**src/rtl/nn_weight_dump.sv**
```systemverilog
// Snapshots the three neurons' weights on start and streams them as a framed byte
// sequence over valid/ready: HEADER, ten weight bytes, then an 8-bit additive checksum.
module nn_weight_dump #(
  parameter logic [7:0] HEADER = 8'hA5
) (
  input  logic        clk_i,
  input  logic        rst_i,
  input  logic        start_i,
  input  logic [31:0] hn0_weights_i,
  input  logic [31:0] hn1_weights_i,
  input  logic [15:0] on_weights_i,
  input  logic        ready_i,
  output logic [7:0]  data_o,
  output logic        valid_o,
  output logic        busy_o,
  output logic        done_o
);

  typedef enum logic [2:0] {
    S_IDLE,
    S_HEADER,
    S_PAYLOAD,
    S_CHECKSUM,
    S_DONE
  } state_t;

  state_t      state_reg;
  logic [3:0]  idx_reg;
  logic [79:0] snap_reg;
  logic [7:0]  chk_reg;
  logic [7:0]  data_reg;
  logic        valid_reg;
  logic        busy_reg;
  logic        done_reg;

  logic [79:0] live_weights;
  logic [7:0]  live_bytes [10];
  logic [7:0]  snap_bytes [10];
  logic [7:0]  live_sum;
  logic [3:0]  next_idx;
  logic [7:0]  next_byte;
  logic        xfer;

  // Byte k of the frame payload is bits [8k+7:8k] of {on, hn1, hn0}.
  assign live_weights = {on_weights_i, hn1_weights_i, hn0_weights_i};

  genvar gi;
  generate
    for (gi = 0; gi < 10; gi++) begin : g_bytes
      assign live_bytes[gi] = live_weights[gi*8 +: 8];
      assign snap_bytes[gi] = snap_reg[gi*8 +: 8];
    end
  endgenerate

  // Checksum is taken from the same values that enter the snapshot, so it is fixed for the frame.
  always_comb begin
    live_sum = 8'h00;
    for (int i = 0; i < 10; i++) begin
      live_sum = live_sum + live_bytes[i];
    end
  end

  assign next_idx = idx_reg + 4'd1;

  always_comb begin
    next_byte = 8'h00;
    for (int i = 0; i < 10; i++) begin
      if (next_idx == i[3:0]) begin
        next_byte = snap_bytes[i];
      end
    end
  end

  assign xfer = valid_reg & ready_i;

  always_ff @(posedge clk_i) begin
    if (rst_i) begin
      state_reg <= S_IDLE;
      idx_reg   <= 4'd0;
      snap_reg  <= 80'd0;
      chk_reg   <= 8'h00;
      data_reg  <= 8'h00;
      valid_reg <= 1'b0;
      busy_reg  <= 1'b0;
      done_reg  <= 1'b0;
    end else begin
      case (state_reg)
        S_IDLE: begin
          done_reg <= 1'b0;
          if (start_i) begin
            snap_reg  <= live_weights;
            chk_reg   <= live_sum;
            idx_reg   <= 4'd0;
            data_reg  <= HEADER;
            valid_reg <= 1'b1;
            busy_reg  <= 1'b1;
            state_reg <= S_HEADER;
          end
        end
        S_HEADER: begin
          if (xfer) begin
            idx_reg   <= 4'd0;
            data_reg  <= snap_bytes[0];
            state_reg <= S_PAYLOAD;
          end
        end
        S_PAYLOAD: begin
          if (xfer) begin
            if (idx_reg == 4'd9) begin
              data_reg  <= chk_reg;
              state_reg <= S_CHECKSUM;
            end else begin
              idx_reg  <= next_idx;
              data_reg <= next_byte;
            end
          end
        end
        S_CHECKSUM: begin
          if (xfer) begin
            data_reg  <= 8'h00;
            valid_reg <= 1'b0;
            done_reg  <= 1'b1;
            state_reg <= S_DONE;
          end
        end
        S_DONE: begin
          done_reg  <= 1'b0;
          busy_reg  <= 1'b0;
          idx_reg   <= 4'd0;
          state_reg <= S_IDLE;
        end
        default: begin
          state_reg <= S_IDLE;
          valid_reg <= 1'b0;
          busy_reg  <= 1'b0;
          done_reg  <= 1'b0;
        end
      endcase
    end
  end

  assign data_o  = data_reg;
  assign valid_o = valid_reg;
  assign busy_o  = busy_reg;
  assign done_o  = done_reg;

endmodule

```
**config.mk**
```make
export PLATFORM = sky130hd
export DESIGN_NAME = nn_weight_dump
export DESIGN_NICKNAME = d
export VERILOG_FILES = /design/src/rtl/nn_weight_dump.sv
export SDC_FILE = /design/constraint.sdc
export NUM_CORES = 1
export LEC_CHECK = 0
export BUFFER_PORTS_ARGS = -buffer_cell sky130_fd_sc_hd__buf_2
export CORE_MARGIN = 2
export CORE_UTILIZATION = 35
export CTS_CLUSTER_DIAMETER = 200
export DETAILED_ROUTE_END_ITERATION = 16
export PLACE_DENSITY_LB_ADDON = 0.25
export SETUP_SLACK_MARGIN = 0.1
export SYNTH_ARGS = -nofsm -noshare
export SYNTH_HDL_FRONTEND = slang
export SYNTH_SLANG_ARGS = --single-unit
```
**constraint.sdc**
```tcl
create_clock -name clk_i -period 7.9 [get_ports clk_i]
set_input_delay 1.185 -clock clk_i [delete_from_list [all_inputs] [get_ports clk_i]]
set_output_delay 1.185 -clock clk_i [all_outputs]
set_load 0.02 [all_outputs]
```
* Yosys cells after proc, flatten, opt, wreduce, memory -nomap -nowiden
Index checks and enable logic that the tools add are counted.
Cells by class: bitwise gates (word level) 4, add/subtract/negate cells 10, equal/unequal tests 20, mux-type cells 33, reduce and logical (&&, ||, !) cells 14
Operator list (number):
- 2-to-1 mux 8 bit | 15
- adder 8 bit | 9
- one-hot mux 8 bit (4 select lines) | 1
- == test 4 x 3 -> 1 bit, second input constant | 4
- 2-to-1 mux 4 bit | 4
- one-hot mux 4 bit (4 select lines) | 1
- 2-to-1 mux 3 bit | 5
- AND reduction 5 bit | 3
- == test 4 bit, second input constant | 3
- != test 2 bit, second input constant | 6
- one-hot mux 3 bit (4 select lines) | 1
- == test 4 x 2 -> 1 bit, second input constant | 2
- nonzero test 4 bit | 2
- == test 3 x 2 -> 1 bit, second input constant | 2
- AND reduction 2 bit | 3
- OR reduction 3 bit | 2
- adder 4 x 1 -> 4 bit, second input constant | 1
- == test 4 x 1 -> 1 bit, second input constant | 1
- logical NOT 4 bit | 1
- one-hot mux 1 bit (2 select lines) | 2
- == test 3 x 1 -> 1 bit, second input constant | 1
- == test 3 bit, second input constant | 1
- logical NOT 3 bit | 1
- 2-to-1 mux 1 bit | 3
- 5 further kinds | 7
Word-level totals: logic and storage cells 89, input bits 84, register bits after elaboration 106, output and inout port bits 11

* Longest topological paths before layout
word-level depth 15, depth in mapped cells 19, mapped depth without buffers 19

* Least setup slack after synthesis
OpenSTA, ideal clock, no wires.
path kind input-to-reg, start in hn0_weights_i[6], end reg chk_reg[7], stages 15, setup time 0.070 ns, arrival time 4.989 ns, buffers on the path 0, setup slack 2.841 ns, data required time 7.830 ns, path through fa_1 > fa_1 > inv_1 > fa_1 > inv_1 > fa_1 > inv_1 > fa_1 > xnor2_1 > xnor2_1 > xnor3_1 > xnor2_1 > xnor2_1 > nand2_1 > a21oi_1
Between the ends: word-level cells in the longest chain between the ends 9
Ends and longest elaborated chain:
- start: declaration | line 9 | input logic [31:0] hn0_weights_i,
- adder 8 bit (9 in a row) | line 59 | live_sum = live_sum + live_bytes[i];
- end signal: assignment | line 92 | chk_reg <= live_sum;
- end: declaration | line 30 | logic [7:0] chk_reg;
No other way between the ends. A chain may end at the register's enable or synchronous reset.

* Final worst setup path
start in hn0_weights_i[26], end reg chk_reg[7]
Between the ends: word-level cells in the longest chain between the ends 7
Ends and longest elaborated chain (line):
- adder 8 bit (7 in a row) | 59
No other way between the ends.

==> qor.csv <==
metric,value,unit
hold_end,snap_reg[22],
ys_seq_elements,106,
p_per_area,273,nW/um2
cpPeakStageDelay,0.58,ns
synthCells,829,
cts.sinks,106,
skew,0.0103,ns
tns,0,ns
yosys_warnings,0,
cts.clk_slew.worst_paths,0.08,ns
portBuffers,94,
tightest_slew,1.13,ns
worst_r2r_endpoint,data_o[3],
clock-root-buffer,clkbuf_16,
relSlewSlack,24.5,%
pin_count,95,
hold_slack,0.457,ns
yosysSeqAreaShare,31.9,%
r2r_start,idx_reg[0],
grt_pass1_vias,5724,
rsz0062_at_grt,no,
crit_chain,buf_2 -> fa_1 -> inv_1 -> fa_1 -> fa_1 -> fa_1 -> inv_1 -> fa_1 -> inv_1 -> fa_1 -> nor2b_1 -> nor3_1 -> o21bai_1 -> a21oi_1 -> xnor2_1 -> nand2_1 -> a21oi_1,
end_kind,flip-flop,
p_clk_share,23.5,%
critical_path_buf_inv_count,4,
antenna_found_initial,0,
cts_made_buffers,9,
seq_power_share,29.9,%
grt_pass1_wl,32800,um
via_per_inst,5.25,
cp_top_family,adder cells,
cp_slowest_cell,fa_1,
area_delta_synth_final,13.3,%
r2r_setup_slack,5.07,ns
cts_tree,done,
grt_use_total,21.6,%
cp-start-kind,primary input,
setup_viol,0,
drt_wl_total,21100,um
postCtsHoldBufs,0,
vias,5922,
die_height,142,um
grt_max_degree,98,
ys_async_sr_fraction,0,%
cp.required,8.19,ns
critPathMaxFanout,3,
fmax,0.197,GHz
swShare,37.8,%
r2r_cells,8,
combPwrFrac,46.6,%
hold_depth,2,
clockBufferDepth,2,
leakage,3.13,nW
clk_latency,0.37,ns
core,18700,um2
final-max-slew-violation-count,0,
firstDrtPassIters,6,
drt_iter0_markers,475,
postSynthAreaPerCell,8.03,um2
initial_core_util,35.6,%
drive_gt1_share,14.1,%
fin_nets,1039,
die-area,20100,um2
ys.flop_type,dfxtp_1,
place.gp.congestion,0.878,
hold_viol,0,
gr-total-overflow,0,
maxCapViolCount,0,
critPathArrivalTime,5.35,ns
syn_nets,978,
hpwl,15600,um
syn_area,6650,um2
largest_register_ffs,80,
die_w,142,um
post-route-drc-count,0,
hold_class,reg -> reg,
netSwitchingPower,0.778,mW
min_from,snap_reg[22],
cp-startpoint,hn0_weights_i[26],
ys_types,55,
wl_per_cell,18.7,um
intPower,1.28,mW
worst_path_most_repeated_cell,fa_1,
cts_resized,0,
post_cts_buffers,0,
std_cell_rows,50,
htree_levels,3,
status,completed,
finalCritPeriodShare,64.1,%
antenna_cells,0,
ir_worst_vdd,0.000178,V
power,2.06,mW
worstSetupPathType,in -> reg,
layout_min_cycle_time,5.06,ns
ant_nets,0,
synth_edf_count,0,
==> synthesized netlist by cell type, types with 7 or more instances <==
master    number  area share [%]
a22oi_1       11             1.2
nor2_1        38             2.1
ha_1          15             2.8
nor2b_1       12             1.1
fa_1          50              15
xnor2_1       18             2.4
o221ai_1       8             1.1
o21ai_0       24             1.8
a221oi_1       8             1.1
o211ai_1       7            0.79
inv_1         70             3.9
dfxtp_1      106              32
a21oi_1      120             9.0
clkbuf_1      38             2.1
nand2_1      203              11
==> power by group through the flow <==
stage / combinational [mW] / clock [mW] / sequential (mW)
floorplan: 0.754 / 0 / 0.614
global placement: 0.954 / 0 / 0.626
detailed placement: 0.960 / 0 / 0.626
CTS: 0.968 / 0.493 / 0.614
global route: 1.11 / 0.514 / 0.619
finish: 0.959 / 0.483 / 0.614
==> worst max path at each step <==
stage,end,slack [ns],cells after the start
finish,chk_reg[7],2.84,17
floorplan,chk_reg[7],2.84,15
CTS,chk_reg[7],2.83,16
global placement,chk_reg[7],2.47,16
global route,chk_reg[7],2.58,17
detailed placement,chk_reg[7],2.46,17
==> area by class of cell <==
| class | count | area, um2 |
|---|---|---|
| multi-input combinational | 603 | 4040 |
| tap | 234 | 293 |
| timing repair buffer | 100 | 515 |
| clock buffer | 9 | 225 |
| sequential | 106 | 2120 |
| clock inverter | 7 | 85.1 |
| inverter | 70 | 263 |
| fill | 1948 | 11200 |
==> stage by stage <==
stage / setup slack, ns / util [%] / instances / instance area [um2]
global placement: 2.47 / 38.6 / 1113 / 7230
finish: 2.84 / 40.3 / 1129 / 7540
detailed placement: 2.46 / 38.6 / 1113 / 7230
floorplan: 2.84 / - / 829 / 6650
CTS: 2.83 / 40.3 / 1129 / 7540
global route: 2.58 / 40.3 / 1129 / 7540
==> cell families after synthesis <==
kind of cell,after synthesis,synth area share [%]
adder cells (fa/ha/maj),65,17.9
XOR/XNOR,21,2.97
flip-flops,106,31.9
multiplexers,2,0.320
buffers and inverters,120,7.60
AND/OR/NAND/NOR,294,19.1
AO/OA/AOI/OAI,221,20.3
==> per-layer routing <==
layer | vias up | track usage [%] | part of all wire (%)
met5 | - | 0 | 0
li1 | 2881 | - | -
met1 | 2822 | 31.0 | 48
met2 | 189 | 33.9 | 45
met3 | 30 | 3.48 | 5.2
met4 | 0 | 5.95 | 2.0
==> tightest hold or removal path: cells and delay by family, from the launching register on <==
kind | cells | cell delay, ns
AO/OA/AOI/OAI | 1 | 0.05
flip-flops | 1 | 0.31
AND/OR/NAND/NOR | 1 | 0.05
==> placed cells by master (no fill, tap or decap), drive strengths merged, types with 8 or more instances in the layout <==
cell type	instances
clkbuf	9
a22oi	11
xnor2	18
dfxtp	106
nor2b	12
buf	100
o21ai	24
inv	73
fa	50
a221oi	8
a21oi	120
ha	15
nand2	204
o221ai	8
nor2	38
Note: power is estimated with default switching activity, not from simulation.
